===== src/rtl/jump_input_seq.sv =====
// PS/2 scancode decoder driving walk/charge/jump controls. Every output is registered, one cycle after the code byte.
// There is no backpressure: codes are accepted every cycle that code_valid is high, and prefixes left dangling too long are dropped.
module jump_input_seq #(
    parameter int CHARGE_DIV     = 1000000,
    parameter int POWER_W        = 6,
    parameter int PREFIX_TIMEOUT = 4000000
) (
    input  logic               clk,
    input  logic               rst,
    input  logic [7:0]         code,
    input  logic               code_valid,
    input  logic               game_enable,
    output logic               move_left,
    output logic               move_right,
    output logic               charging,
    output logic               jump_req,
    output logic [POWER_W-1:0] jump_power,
    output logic [1:0]         jump_dir
);
    localparam int DIV_W = $clog2(CHARGE_DIV);
    localparam int TMO_W = $clog2(PREFIX_TIMEOUT + 1);
    localparam logic [POWER_W-1:0] PMAX = '1;
    localparam logic [7:0] CODE_EXT = 8'hE0;
    localparam logic [7:0] CODE_BRK = 8'hF0;

    typedef enum logic [1:0] {IDLE, EXT, BRK, EXT_BRK} state_t;

    state_t             state, state_nxt;
    logic [TMO_W-1:0]   tmo_cnt, tmo_cnt_nxt;
    logic [DIV_W-1:0]   div_cnt;
    logic [POWER_W-1:0] power;
    logic               key_make, key_break, key_ext;
    logic               left_held, right_held, space_held;
    logic               left_nxt, right_nxt, space_nxt;
    logic               is_space, is_left, is_right;
    logic               start, launch, abort, charging_nxt;
    logic [1:0]         dir_now;

    always_ff @(posedge clk or posedge rst) begin
        if (rst) begin
            state   <= IDLE;
            tmo_cnt <= '0;
        end else begin
            state   <= state_nxt;
            tmo_cnt <= tmo_cnt_nxt;
        end
    end

    always_comb begin
        state_nxt   = state;
        tmo_cnt_nxt = tmo_cnt;
        key_make    = 1'b0;
        key_break   = 1'b0;
        key_ext     = 1'b0;
        if (code_valid) begin
            tmo_cnt_nxt = '0;
            case (state)
                IDLE: begin
                    if (code == CODE_EXT)      state_nxt = EXT;
                    else if (code == CODE_BRK) state_nxt = BRK;
                    else                       key_make  = 1'b1;
                end
                EXT: begin
                    if (code == CODE_BRK) state_nxt = EXT_BRK;
                    else if (code != CODE_EXT) begin
                        key_make  = 1'b1;
                        key_ext   = 1'b1;
                        state_nxt = IDLE;
                    end
                end
                BRK: begin
                    if (code == CODE_EXT) state_nxt = EXT;
                    else if (code != CODE_BRK) begin
                        key_break = 1'b1;
                        state_nxt = IDLE;
                    end
                end
                default: begin
                    if (code != CODE_EXT && code != CODE_BRK) begin
                        key_break = 1'b1;
                        key_ext   = 1'b1;
                        state_nxt = IDLE;
                    end
                end
            endcase
        end else if (state != IDLE) begin
            // A prefix with no follow-up byte is stale; drop it without touching the keys
            if (tmo_cnt == TMO_W'(PREFIX_TIMEOUT - 1)) begin
                state_nxt   = IDLE;
                tmo_cnt_nxt = '0;
            end else begin
                tmo_cnt_nxt = tmo_cnt + 1'b1;
            end
        end
    end

    assign is_space = (code == 8'h29) && !key_ext;
    assign is_left  = key_ext ? (code == 8'h6B) : (code == 8'h1C);
    assign is_right = key_ext ? (code == 8'h74) : (code == 8'h23);

    always_comb begin
        left_nxt  = left_held;
        right_nxt = right_held;
        space_nxt = space_held;
        if (key_make) begin
            if (is_left)  left_nxt  = 1'b1;
            if (is_right) right_nxt = 1'b1;
            if (is_space) space_nxt = 1'b1;
        end else if (key_break) begin
            if (is_left)  left_nxt  = 1'b0;
            if (is_right) right_nxt = 1'b0;
            if (is_space) space_nxt = 1'b0;
        end
    end

    // Losing game_enable takes priority over a launch arriving in the same cycle
    assign abort        = charging && !game_enable;
    assign launch       = charging && game_enable && space_held && key_break && is_space;
    assign start        = !charging && game_enable && key_make && is_space;
    assign charging_nxt = start || (charging && !abort && !launch);
    assign dir_now      = (left_held && !right_held) ? 2'b01 :
                          (right_held && !left_held) ? 2'b10 : 2'b00;

    always_ff @(posedge clk or posedge rst) begin
        if (rst) begin
            left_held  <= 1'b0;
            right_held <= 1'b0;
            space_held <= 1'b0;
            charging   <= 1'b0;
            div_cnt    <= '0;
            power      <= '0;
            move_left  <= 1'b0;
            move_right <= 1'b0;
            jump_req   <= 1'b0;
            jump_power <= '0;
            jump_dir   <= 2'b00;
        end else begin
            left_held  <= left_nxt;
            right_held <= right_nxt;
            space_held <= space_nxt;
            charging   <= charging_nxt;
            move_left  <= left_nxt && !right_nxt && !charging_nxt && game_enable;
            move_right <= right_nxt && !left_nxt && !charging_nxt && game_enable;
            jump_req   <= launch;
            if (start) begin
                div_cnt <= '0;
                power   <= '0;
            end else if (charging && !launch && !abort) begin
                if (div_cnt == DIV_W'(CHARGE_DIV - 1)) begin
                    div_cnt <= '0;
                    if (power != PMAX) power <= power + 1'b1;
                end else begin
                    div_cnt <= div_cnt + 1'b1;
                end
            end
            if (launch) begin
                jump_power <= power;
                jump_dir   <= dir_now;
            end
        end
    end
endmodule


===== config.mk =====
export PLATFORM = sky130hd
export DESIGN_NAME = jump_input_seq
export DESIGN_NICKNAME = d
export VERILOG_FILES = /design/src/rtl/jump_input_seq.sv
export SDC_FILE = /design/constraint.sdc
export NUM_CORES = 1
export LEC_CHECK = 0
export BUFFER_PORTS_ARGS = -buffer_cell sky130_fd_sc_hd__buf_2
export CAP_MARGIN = 20
export CORE_MARGIN = 2
export CORE_UTILIZATION = 45
export DETAILED_ROUTE_END_ITERATION = 16
export PLACE_DENSITY = 0.7
export SYNTH_ARGS = -nofsm -noshare
export SYNTH_HDL_FRONTEND = slang
export SYNTH_SLANG_ARGS = --single-unit

===== constraint.sdc =====
create_clock -name clk -period 3.4 [get_ports clk]
set_clock_uncertainty 0.2 [all_clocks]
set_input_delay 0.17 -clock clk [delete_from_list [all_inputs] [get_ports clk]]
set_output_delay 0.17 -clock clk [all_outputs]
set_load 0.05 [all_outputs]

# Yosys cells after proc, flatten, opt, wreduce, memory -nomap -nowiden
# Cells that the tools add are included.
word_totals:
  reg_bits: 65
  in_bits: 12
  output_inout_bits: 12
  wordCells: 130
op_classes:
  add_sub_neg: 3
  n_eq_ne: 18
  muxes: 50
  n_reduce_logical: 46
ops:
  columns: ["op", "count"]
  rows:
  - ["2-to-1 mux 22 bit", 3]
  - ["2-to-1 mux 20 bit", 3]
  - ["2-to-1 mux 1 bit", 24]
  - ["2-to-1 mux 2 bit", 12]
  - ["2-to-1 mux 6 bit", 4]
  - ["adder 22 x 1 -> 22 bit, second input constant", 1]
  - ["equality test 22 bit, second input constant", 1]
  - ["logical AND 1 bit", 22]
  - ["adder 20 x 1 -> 20 bit, second input constant", 1]
  - ["equality test 20 bit, second input constant", 1]
  - ["equality test 8 x 6 -> 1 bit, second input constant", 2]
  - ["equality test 8 x 7 -> 1 bit, second input constant", 2]
  - ["equality test 8 bit, second input constant", 2]
  - ["!= test 8 bit, second input constant", 2]
  - ["nonzero test 2 bit", 7]
  - ["!= test 4 bit, second input constant", 3]
  - ["logical NOT 1 bit", 10]
  - ["equality test 8 x 5 -> 1 bit, second input constant", 1]
  - ["adder 6 x 1 -> 6 bit, second input constant", 1]
  - ["!= test 6 bit, second input constant", 1]
  - ["case mux 1 bit (2 select lines)", 3]
  - ["case mux 2 bit (3 select lines)", 1]
  - ["AND reduction 6 bit", 1]
  - ["!= test 5 x 1 -> 1 bit, second input constant", 1]
  - ["7 further kinds", 8]

# Logic depth before layout (Yosys ltp)
# Gate-level depths: netlist of run 1.
logic_depth:
  ltp_word: 14
  depth_mapped: 11
  depth_no_buf: 8

# Worst setup path after synthesis of run 1
# Ideal clock, no wire load.
synth_timing:
  kind: "reg-to-reg"
  startpoint: "register state[0]"
  endpoint: "register power[3]"
  required_time_ps: 3081
  setup_time_ps: 119
  period_less_slack_ps: 2437
  stages_incl_launch_ff: 11
  setup_slack_ps: 963
  path_buffers: 2
  t_arrival_ps: 2118
  path_cell_list: "dfrtp_1 inv_1 ha_1 clkbuf_1 o21ai_0 a21oi_2 nand4bb_1 buf_2 a21boi_2 o31a_1 o21a_1"
synth_via:
  elab_chain_cells: 12
  elab_cells_between_ends: 25
  cone_classes: "eq/ne (2); mux (7); reduce/logical (16)"
synth_lines:
  columns: ["element", "line_no", "rtl"]
  rows:
  - ["start, declared", "28", "state_t state, state_nxt;"]
  - ["start signal, assigned", "44", "state <= state_nxt;"]
  - ["equality test 2 bit or logical NOT 2 bit (tied branches)", "57", "case (state)"]
  - ["OR reduction 2 bit (no source line)", null, null]
  - ["case mux 1 bit (2 select lines)", "57", null]
  - ["2-to-1 mux 1 bit", "55", "if (code_valid) begin"]
  - ["logical NOT 1 bit", "97", "assign is_space = (code == 8'h29) && !key_ext;"]
  - ["logical AND 1 bit", "97", null]
  - ["logical AND 1 bit", "118", "assign launch = charging && game_enable && space_held && key_break && is_space;"]
  - ["logical NOT 1 bit", "148", "end else if (charging && !launch && !abort) begin"]
  - ["logical AND 1 bit (2 in a row)", "148", null]
  - ["nonzero test 2 bit (no source line)", null, null]
  - ["AND reduction 3 bit (no source line)", null, null]
  - ["end signal, assigned", "151", "if (power != PMAX) power <= power + 1'b1;"]
  - ["end, declared", "31", "logic [POWER_W-1:0] power;"]
# Parallel ways exist; a longest one is shown, timed or not.
# A chain may end at the register's enable or synchronous reset.

# Worst setup path after layout of run 1
# Ends and elaborated chain as after synthesis.

==> summary.txt, run 1 <==
Outcome
  – Status: completed

Floorplan
  – I/O pins: 24
  – Die width: 94.3 um
  – Die Footprint: 0.00888 mm2
  – Core area: 0.00781 mm2
  – Initial Utilization: 47.0%
  – Row Count: 32
  – Die H: 94.3 um

Finish
  – Nets@finish: 425
  – N_diodes: 0
  – Area delta synth->final: 10.8%
  – Share of cells above drive strength 1: 16.1%

Critical path
  – Slowest CP cell: nand4bb_1
  – CP Data Required Time: 3.43 ns
  – Worst-path fanout max: 9
  – Startpoint Class: flop
  – WP data arrival: 2.93 ns
  – CP startpoint: state[0]$_DFFE_PP0P_
  – Critical path class: flop to flop
  – Critical Path, Cell by Cell: inv_1 -> ha_1 -> o21ai_0 -> a21oi_2 -> nand4bb_1 -> a21boi_2 -> o31a_1 -> o21a_1
  – R2R cell count: 8
  – RR Startpoint: state[0]$_DFFE_PP0P_
  – CP endpoint kind: flop
  – CP peak stage delay: 0.42 ns

Global routing
  – Largest net degree at the start of global routing: 42
  – First-pass GRT wire length: 13000 um
  – Total gr overflow: 0
  – Total GRT Usage: 18.4%
  – Initial antenna violation count: 0
  – Vias in the first global route: 2800

Synth
  – Yosys reg bits: 65
  – Post-synth ARST share: 100%
  – Number of synthesized flops with an enable pin: 0
  – Ys Warns: 0
  – Post-synthesis instance total: 377
  – Post-Syn Nets: 396
  – Yosys top cell area share: 44.4%
  – Synth cell types: 67
  – Top FF cell, synth: dfrtp_1
  – Synth area leaders: dfrtp_1 (44%), xor2_1 (5.3%), nor2_1 (4.9%)
  – Post-synthesis sequential area ratio: 44.4%
  – Synth area leader: dfrtp_1
  – Area of the mapped netlist: 0.00367 mm2
  – Syn avg cell area: 9.72 um2

Timing
  – Slew @ Worst Pin: 0.877 ns
  – Fin crit period: 2.90 ns
  – Final Hold Vio Count: 0
  – Final setup TNS: 0 ns
  – Max Clk Rate: 345 MHz
  – Slew Viols, Final: 0
  – RSZ-0062 raised after global routing: no
  – Final worst path period share: 85.3%
  – Rel. slew slack: 41.4%
  – Setup violators final: 0
  – Final WS setup: 0.501 ns

CTS
  – TritonCTS clock tree: yes
  – Clk root buf: clkbuf_8
  – CTS Buffer Depth: 2
  – CTS clk-pin slew, worst paths: 0.08 ns
  – Gates resized, CTS repair: 0
  – Post-CTS Setup Inserts: 0
  – Clock tree sinks: 65
  – H-tree levels: 3
  – Clock Latency Late Sink: 0.35 ns
  – CTS Hold Buffers Added: 2
  – Total CTS buffers: 9

Route
  – Antenna Nets Post-Route: 0
  – Drc violations: 0
  – 1st-iter DRT viols: 175
  – Post-Route WL: 7410 um
  – Routed vias/inst: 5.58
  – Vias: 2865
  – Drt pass-1 iters: 4
  – Wire length per cell: 14.4 um

Placed design
  – I/O Buffers: 23
  – Placer Congestion: 0.848
  – Pre-CTS setup slack: 0.526 ns
  – DPL Wire Length: 5170 um

Worst hold path
  – Hold_sp: code[4]
  – HP Class: input port to flop
  – Hold Path Stages: 4

Power
  – VDD IR max: 0.255 mV
  – Design Power: 1.59 mW
  – Pwr Density: 393 mW/mm2
  – LEAKAGE: 1.83 nW

Job
  – Max Cap Viol: 0
[cell usage in the layout (no fill, tap or decap), types with 9 or more instances in the layout]
cell type,count
nand2_1,29
xnor2_1,11
a21oi_1,16
dfrtp_1,65
and3_1,10
nand3_1,19
clkbuf_8,9
nor2_1,48
xor2_1,22
buf_2,23
o21ai_0,12
inv_1,9
[power breakdown]
part / leakage, nW / internal, mW / switching, mW
registers: 0.884 / 0.797 / 0.0258
clock network: 0.0814 / 0.262 / 0.319
logic: 0.862 / 0.0697 / 0.121
[flip-flops by register name (all words and copies together) (netlist names)]
signal	flops
jump_dir	2
div_cnt	20
state	2
jump_power	6
space_held	1
right_held	1
move_left	1
move_right	1
power	6
jump_req	1
left_held	1
charging	1
tmo_cnt	22
[cells by family after synthesis]
family / Yosys count / synth area share (%)
adders and majority gates: 7 / 2.39
muxes: 11 / 3.38
xor gates and xnor gates: 33 / 7.88
buffers and inverters: 24 / 3.45
DFF: 65 / 44.4
AOI/OAI and AO/OA: 66 / 12.7
and+or+nand+nor: 171 / 25.8
[critical path: cells and delay by family (launching register included)]
family          cells  cell delay [ns]
compound gates      5             1.32
fa+ha+maj           1             0.32
buf+inv             1             0.11
flops               1             0.41
simple gates        1             0.42
[cell type report]
class | count | area, um2
Clock buffer | 9 | 124
Multi-Input combinational cell | 288 | 1910
Tap cell | 102 | 128
Inverter | 10 | 37.5
Timing Repair Buffer | 32 | 188
Fill cell | 731 | 3740
Sequential cell | 65 | 1630
Clock inverter | 7 | 46.3
[cells in the mapped netlist, drive strengths merged, types with 5 or more instances]
cell type	n
a211oi	5
a21oi	17
and2	6
and3	10
buf	11
dfrtp	65
ha	7
inv	10
mux2	8
nand2	29
nand3	19
nand4	8
nor2	48
nor3	9
nor3b	6
nor4	5
o2111ai	5
o21ai	19
xnor2	11
xor2	22
[metal layers]
layer | up-vias | share of wire, % | GRT usage [%]
li1 | 1409 | - | -
met1 | 1408 | 48 | 24.4
met2 | 42 | 48 | 28.9
met3 | 6 | 3.1 | 5.62
met4 | 0 | 0.82 | 6.04
met5 | - | 0 | 0
[stage by stage]
| step | hold slack, ns | cells | instance area (um2) | util, % |
|---|---|---|---|---|
| floorplan | 0.125 | 377 | 3670 | - |
| global placement | 0.190 | 495 | 3870 | 49.6 |
| detailed placement | 0.208 | 495 | 3870 | 49.6 |
| CTS | 0.0521 | 513 | 4060 | 52.0 |
| global route | 0.0679 | 513 | 4060 | 52.0 |
| finish | 0.0720 | 513 | 4060 | 52.0 |
[final timing paths]
| check | endpoint | slack [ns] |
|---|---|---|
| max | power[3]$_DFFE_PP0P_ | 0.50 |
| min | state[0]$_DFFE_PP0P_ | 0.07 |
| max reg2reg | power[3]$_DFFE_PP0P_ | 0.50 |
| min reg2reg | jump_power[4]$_DFFE_PP0P_ | 0.28 |
| max in group asynchronous | div_cnt[14]$_DFFE_PP0P_ | 1.93 |
| min in group asynchronous | tmo_cnt[9]$_DFFE_PP0N_ | 0.35 |
Power figures use the tool's default switching activity.
==> run 2, diff against run 1 <==
--- a/config.mk
+++ b/config.mk
@@ -11,6 +11,7 @@
 export CORE_UTILIZATION = 45
 export DETAILED_ROUTE_END_ITERATION = 16
 export PLACE_DENSITY = 0.7
+export REMOVE_ABC_BUFFERS = 1
 export SYNTH_ARGS = -nofsm -noshare
 export SYNTH_HDL_FRONTEND = slang
 export SYNTH_SLANG_ARGS = --single-unit
==> summary.txt, run 2 (synthesis gave the netlist of run 1 again) <==
Floorplan
  – Row Count: 32 (unchanged)
  – Die H: 94.3 um (unchanged)
  – Die Footprint: 0.00888 mm2 (unchanged)
  – Initial Utilization: 47.0% (unchanged)
  – Die width: 94.3 um (unchanged)
  – Core area: 0.00781 mm2 (unchanged)
  – I/O pins: 24 (unchanged)

Power
  – Pwr Density: 423 mW/mm2 (+7.8%)
  – VDD IR max: 0.188 mV (-26%)
  – LEAKAGE: 1.85 nW (+1.4%)
  – Design Power: 1.75 mW (+9.5%)

Finish
  – Fin cells: 513 (unchanged)
  – Nets@finish: 425 (unchanged)
  – Share of cells above drive strength 1: 15.8% (-0.24 points)
  – Commonest cells after routing, fill and taps aside: dfrtp_1 (65), nor2_1 (48), nand2_1 (29)
  – Max reg flops: 22 (unchanged)
  – Top reg by flops: tmo_cnt
  – N_diodes: 0 (unchanged)
  – Most common cell after layout, fill and taps aside: dfrtp_1
  – Largest regs: tmo_cnt (22), div_cnt (20)
  – Area delta synth->final: 12.5%

Timing
  – Slew Viols, Final: 0 (unchanged)
  – Final setup TNS: 0 ns (unchanged)
  – Hold slack: 0.0668 ns (-0.00517 ns)
  – Max Clk Rate: 337 MHz (-2.3%)
  – Rel. slew slack: 57.5% (+16 points)
  – Final Hold Vio Count: 0 (unchanged)
  – Final worst path period share: 87.3% (+2.0 points)
  – Fin crit period: 2.97 ns (+0.0688 ns)
  – Setup violators final: 0 (unchanged)
  – Slew @ Worst Pin: 0.630 ns (-0.248 ns)
  – RSZ-0062 raised after global routing: no

Critical path
  – Critical path class: flop to flop
  – CP endpoint kind: flop
  – WP data arrival: 3.01 ns (+0.08 ns)
  – Startpoint Class: flop
  – Worst-path fanout max: 19 (+10)
  – CP Data Required Time: 3.44 ns (about the same)

CTS
  – CTS Hold Buffers Added: 2 (unchanged)
  – Clock tree sinks: 65 (unchanged)
  – TritonCTS clock tree: yes
  – Total CTS buffers: 9 (unchanged)
  – H-tree levels: 3 (unchanged)
  – Clock Latency Late Sink: 0.35 ns (about the same)
  – CTS Buffer Depth: 2 (unchanged)
  – Post-CTS Setup Inserts: 0 (unchanged)
  – Clk root buf: clkbuf_8
  – CTS clk-pin slew, worst paths: 0.07 ns (about the same)
  – Gates resized, CTS repair: 0 (unchanged)

Route
  – Routed vias/inst: 5.58 (-0.10%)
  – Drt pass-1 iters: 5 (+1)
  – Antenna Nets Post-Route: 0 (unchanged)
  – Vias: 2862 (-0.10%)
  – Drc violations: 0 (unchanged)
  – 1st-iter DRT viols: 118 (-33%)
  – Post-Route WL: 7390 um (-0.34%)
  – Wire length per cell: 14.4 um (-0.34%)

Placed design
  – Post-Place Cells: 494 (-0.20%)
  – DPL Wire Length: 4950 um (-4.2%)
  – I/O Buffers: 23 (unchanged)
  – Placer Congestion: 0.875 (+3.2%)

Outcome
  – Status: completed

Worst hold path
  – HP Class: input port to flop

Global routing
  – Total gr overflow: 0 (unchanged)
  – Initial antenna violation count: 0 (unchanged)
  – Vias in the first global route: 2765 (-1.3%)
  – Largest net degree at the start of global routing: 53 (+26%)
  – Total GRT Usage: 18.5% (+0.10 points)
  – First-pass GRT wire length: 12900 um (-0.53%)

Job
  – Max Cap Viol: 0 (unchanged)
[run 2: cell count changes in the layout (fill, tap and decap cells not counted), sizes merged]
| cell | previous run | this run |
|---|---|---|
| bufinv | 0 | 2 |
| clkbuf | 9 | 10 |
| clkinv | 3 | 2 |
| clkinvlp | 3 | 2 |
| inv | 11 | 10 |
[run 2: worst max-delay path, cell delays in order (launching register included)]
cell	delay (ns)
dfrtp_1	0.40
inv_1	0.11
ha_1	0.35
o21ai_0	0.20
a21oi_2	0.26
nand4bb_1	0.45
o21ai_4	0.39
nand3_1	0.17
mux2_4	0.32
[run 2: through the flow]
stage | worst slack, ns | cell area (um2) | util [%]
CTS | 0.469 | 4110 | 52.6
detailed placement | 0.531 | 3860 | 49.5
global route | 0.151 | 4130 | 52.8
global placement | 0.596 | 3860 | 49.5
finish | 0.433 | 4130 | 52.8
floorplan | 0.863 | 3580 | -
[run 2: layer usage]
| layer | vias to the layer above | global-route usage, % | part of all wire [%] | routed length (um) |
|---|---|---|---|---|
| met5 | - | 0 | 0 | 0 |
| met3 | 8 | 4.09 | 2.8 | 207 |
| met2 | 44 | 30.1 | 48 | 3550 |
| li1 | 1413 | - | - | - |
| met1 | 1397 | 24.1 | 48 | 3560 |
| met4 | 0 | 7.25 | 0.97 | 72 |
[run 2: final timing paths]
kind | slack, ns | startpoint | depth (start not counted) | endpoint
worst max-delay path | 0.43 | state[0]$_DFFE_PP0P_ | 8 | power[2]$_DFFE_PP0P_
worst min-delay path | 0.07 | code_valid | 3 | tmo_cnt[4]$_DFFE_PP0N_
worst max register to register | 0.43 | state[0]$_DFFE_PP0P_ | 8 | power[2]$_DFFE_PP0P_
worst min register to register | 0.29 | jump_power[0]$_DFFE_PP0P_ | 1 | jump_power[0]$_DFFE_PP0P_
max in group asynchronous | 2.13 | rst | 5 | power[3]$_DFFE_PP0P_
min in group asynchronous | 0.12 | rst | 3 | tmo_cnt[11]$_DFFE_PP0N_
[run 2: layout make-up]
class	instances	area [um2]
clock buffer	10	128
clock inverter	6	92.6
fill	708	3680
inverter	10	37.5
multi-input combinational	288	1910
sequential	65	1630
tap	102	128
timing repair buffer	32	200
[run 2: power breakdown]
| part | internal (mW) | switching (mW) | total [mW] |
|---|---|---|---|
| logic | 0.0714 | 0.124 | 0.196 |
| clock network | 0.415 | 0.312 | 0.727 |
| registers | 0.797 | 0.0261 | 0.823 |
==> run 3, diff against run 2 <==
--- a/config.mk
+++ b/config.mk
@@ -7,6 +7,7 @@
 export LEC_CHECK = 0
 export BUFFER_PORTS_ARGS = -buffer_cell sky130_fd_sc_hd__buf_2
 export CAP_MARGIN = 20
+export CORE_ASPECT_RATIO = 0.6
 export CORE_MARGIN = 2
 export CORE_UTILIZATION = 45
 export DETAILED_ROUTE_END_ITERATION = 16
==> summary.txt, run 3 (synthesis gave the netlist of run 1 again) <==
Worst hold path
  – WHS Endpoint: tmo_cnt[4]$_DFFE_PP0N_
  – Hold_sp: code_valid
  – HP Class: input port to flop
  – Hold Path Stages: 3 (unchanged)

CTS
  – CTS Buffer Depth: 2 (unchanged)
  – Post-CTS Setup Inserts: 0 (unchanged)
  – Total CTS buffers: 9 (unchanged)
  – Clock Latency Late Sink: 0.32 ns (-0.03 ns)
  – Clk root buf: clkbuf_16
  – Gates resized, CTS repair: 0 (unchanged)
  – TritonCTS clock tree: yes
  – H-tree levels: 3 (unchanged)
  – Clock tree sinks: 65 (unchanged)
  – CTS clk-pin slew, worst paths: 0.06 ns (about the same)

Timing
  – Fin crit period: 2.95 ns (-0.0197 ns)
  – RSZ-0062 raised after global routing: no
  – Final worst path period share: 86.7% (-0.58 points)
  – Hold slack: 0.0763 ns (+0.00951 ns)
  – Setup violators final: 0 (unchanged)
  – Max Clk Rate: 339 MHz (+0.67%)
  – Final Hold Vio Count: 0 (unchanged)
  – Final setup TNS: 0 ns (unchanged)
  – Final WS setup: 0.452 ns (+0.0197 ns)
  – Slew @ Worst Pin: 0.775 ns (+0.145 ns)
  – Slew Viols, Final: 0 (unchanged)
  – Rel. slew slack: 48.4% (-9.1 points)

Global routing
  – Vias in the first global route: 2932 (+6.0%)
  – Total gr overflow: 0 (unchanged)
  – First-pass GRT wire length: 14200 um (+9.6%)
  – Largest net degree at the start of global routing: 49 (-7.5%)
  – Initial antenna violation count: 0 (unchanged)
  – Total GRT Usage: 20.0% (+1.4 points)

Floorplan
  – Die width: 121 um (+28%)
  – Core area: 0.00788 mm2 (+0.96%)
  – Die H: 73.9 um (-22%)
  – Die Footprint: 0.00891 mm2 (+0.27%)
  – I/O pins: 24 (unchanged)
  – Row Count: 25 (-22%)
  – Initial Utilization: 46.5% (-0.45 points)

Critical path
  – R2R Path End: power[2]$_DFFE_PP0P_
  – WP data arrival: 2.96 ns (-0.05 ns)
  – CP endpoint kind: flop
  – Worst-path fanout max: 19 (unchanged)
  – RR Startpoint: state[0]$_DFFE_PP0P_
  – Slowest CP cell: nand4bb_1
  – Critical Path, Cell by Cell: inv_1 -> ha_1 -> o21ai_0 -> a21oi_2 -> nand4bb_1 -> o21ai_4 -> nand3_1 -> mux2_4
  – Delay-heaviest family, CP: compound AO/OA/AOI/OAI gates
  – CP Data Required Time: 3.41 ns (-0.03 ns)
  – CP bufs+invs: 1 (unchanged)
  – R2R Setup Slk: 0.45 ns (+0.02 ns)
  – CP startpoint: state[0]$_DFFE_PP0P_
  – Critical path class: flop to flop
  – Startpoint Class: flop
  – CP peak stage delay: 0.45 ns (about the same)
  – R2R cell count: 8 (unchanged)

Placed design
  – DPL Wire Length: 5840 um (+18%)
  – Dpl cell area: 0.00387 mm2 (+0.19%)
  – Placer Congestion: 0.889 (+1.6%)
  – Post-Place Cells: 500 (+1.2%)
  – I/O Buffers: 23 (unchanged)
  – Pre-CTS setup slack: 0.532 ns (+0.00104 ns)

Route
  – Vias: 2906 (+1.5%)
  – Post-Route WL: 8060 um (+9.1%)
  – Drt pass-1 iters: 4 (-1)
  – Antenna Nets Post-Route: 0 (unchanged)
  – Drc violations: 0 (unchanged)
  – Wire length per cell: 15.5 um (+7.9%)
  – 1st-iter DRT viols: 202 (+71%)
  – Routed vias/inst: 5.60 (+0.36%)

Finish
  – Nets@finish: 425 (unchanged)
  – N_diodes: 0 (unchanged)
  – Most common cell after layout, fill and taps aside: dfrtp_1
  – Max reg flops: 22 (unchanged)
  – Fillers: 708 (unchanged)
  – Utilization after layout: 53.8% (+0.96 points)
  – Commonest cells after routing, fill and taps aside: dfrtp_1 (65), nor2_1 (48), nand2_1 (29)
  – Fin cells: 519 (+1.2%)
  – Top reg by flops: tmo_cnt
  – Largest regs: tmo_cnt (22), div_cnt (20)
  – Finished Cell Area: 0.00424 mm2 (+2.8%)
  – Share of cells above drive strength 1: 16.1% (+0.24 points)
  – Area delta synth->final: 15.7%

Job
  – Max Cap Viol: 0 (unchanged)

Outcome
  – Status: completed

Power
  – Pwr Density: 477 mW/mm2 (+13%)
  – VDD IR max: 0.241 mV (+28%)
  – LEAKAGE: 1.91 nW (+2.9%)
  – Design Power: 2.02 mW (+16%)
[run 3: worst max path at each step]
stage | to | slack [ns] | cells after the start
2_1_floorplan | tmo_cnt[10]$_DFFE_PP0N_ | 0.86 | 5
3_3_place_gp | power[2]$_DFFE_PP0P_ | 0.62 | 8
3_5_place_dp | power[2]$_DFFE_PP0P_ | 0.53 | 8
4_1_cts | power[2]$_DFFE_PP0P_ | 0.48 | 8
5_1_grt | power[2]$_DFFE_PP0P_ | 0.22 | 8
6_report | power[2]$_DFFE_PP0P_ | 0.45 | 8
[run 3: tightest hold or removal path, stage by stage]
cell    delay (ns)
buf_2         0.16
nor2_1        0.12
a22o_1        0.12
[run 3: what timing repair did]
item	CTS	global route
hold endpoints to repair	49	0
hold buffers	2	0
endpoints found under the setup margin	0	0
[run 3: metal layers]
| metal | vias up | routed length (um) | track usage [%] |
|---|---|---|---|
| met3 | 5 | 452 | 5.36 |
| met2 | 88 | 3230 | 29.1 |
| met5 | - | 0 | 0 |
| li1 | 1411 | - | - |
| met1 | 1402 | 4340 | 29.9 |
| met4 | 0 | 38 | 4.26 |
[run 3: power by group]
group          total, mW  leakage, nW  switching [mW]  internal [mW]
registers          0.823        0.884          0.0252          0.798
logic              0.202        0.866           0.128         0.0739
clock network      0.998        0.156           0.351          0.647
[run 3: final cells by class]
class	instances	area [um2]	area share [%]
multi-input cells	288	1910	45.1
flip-flops and latches	65	1630	38.4
clock buffers	9	225	5.31
repair buffers	32	200	4.72
well taps	108	135	3.19
clock inverters	7	103	2.42
inverters	10	37.5	0.885
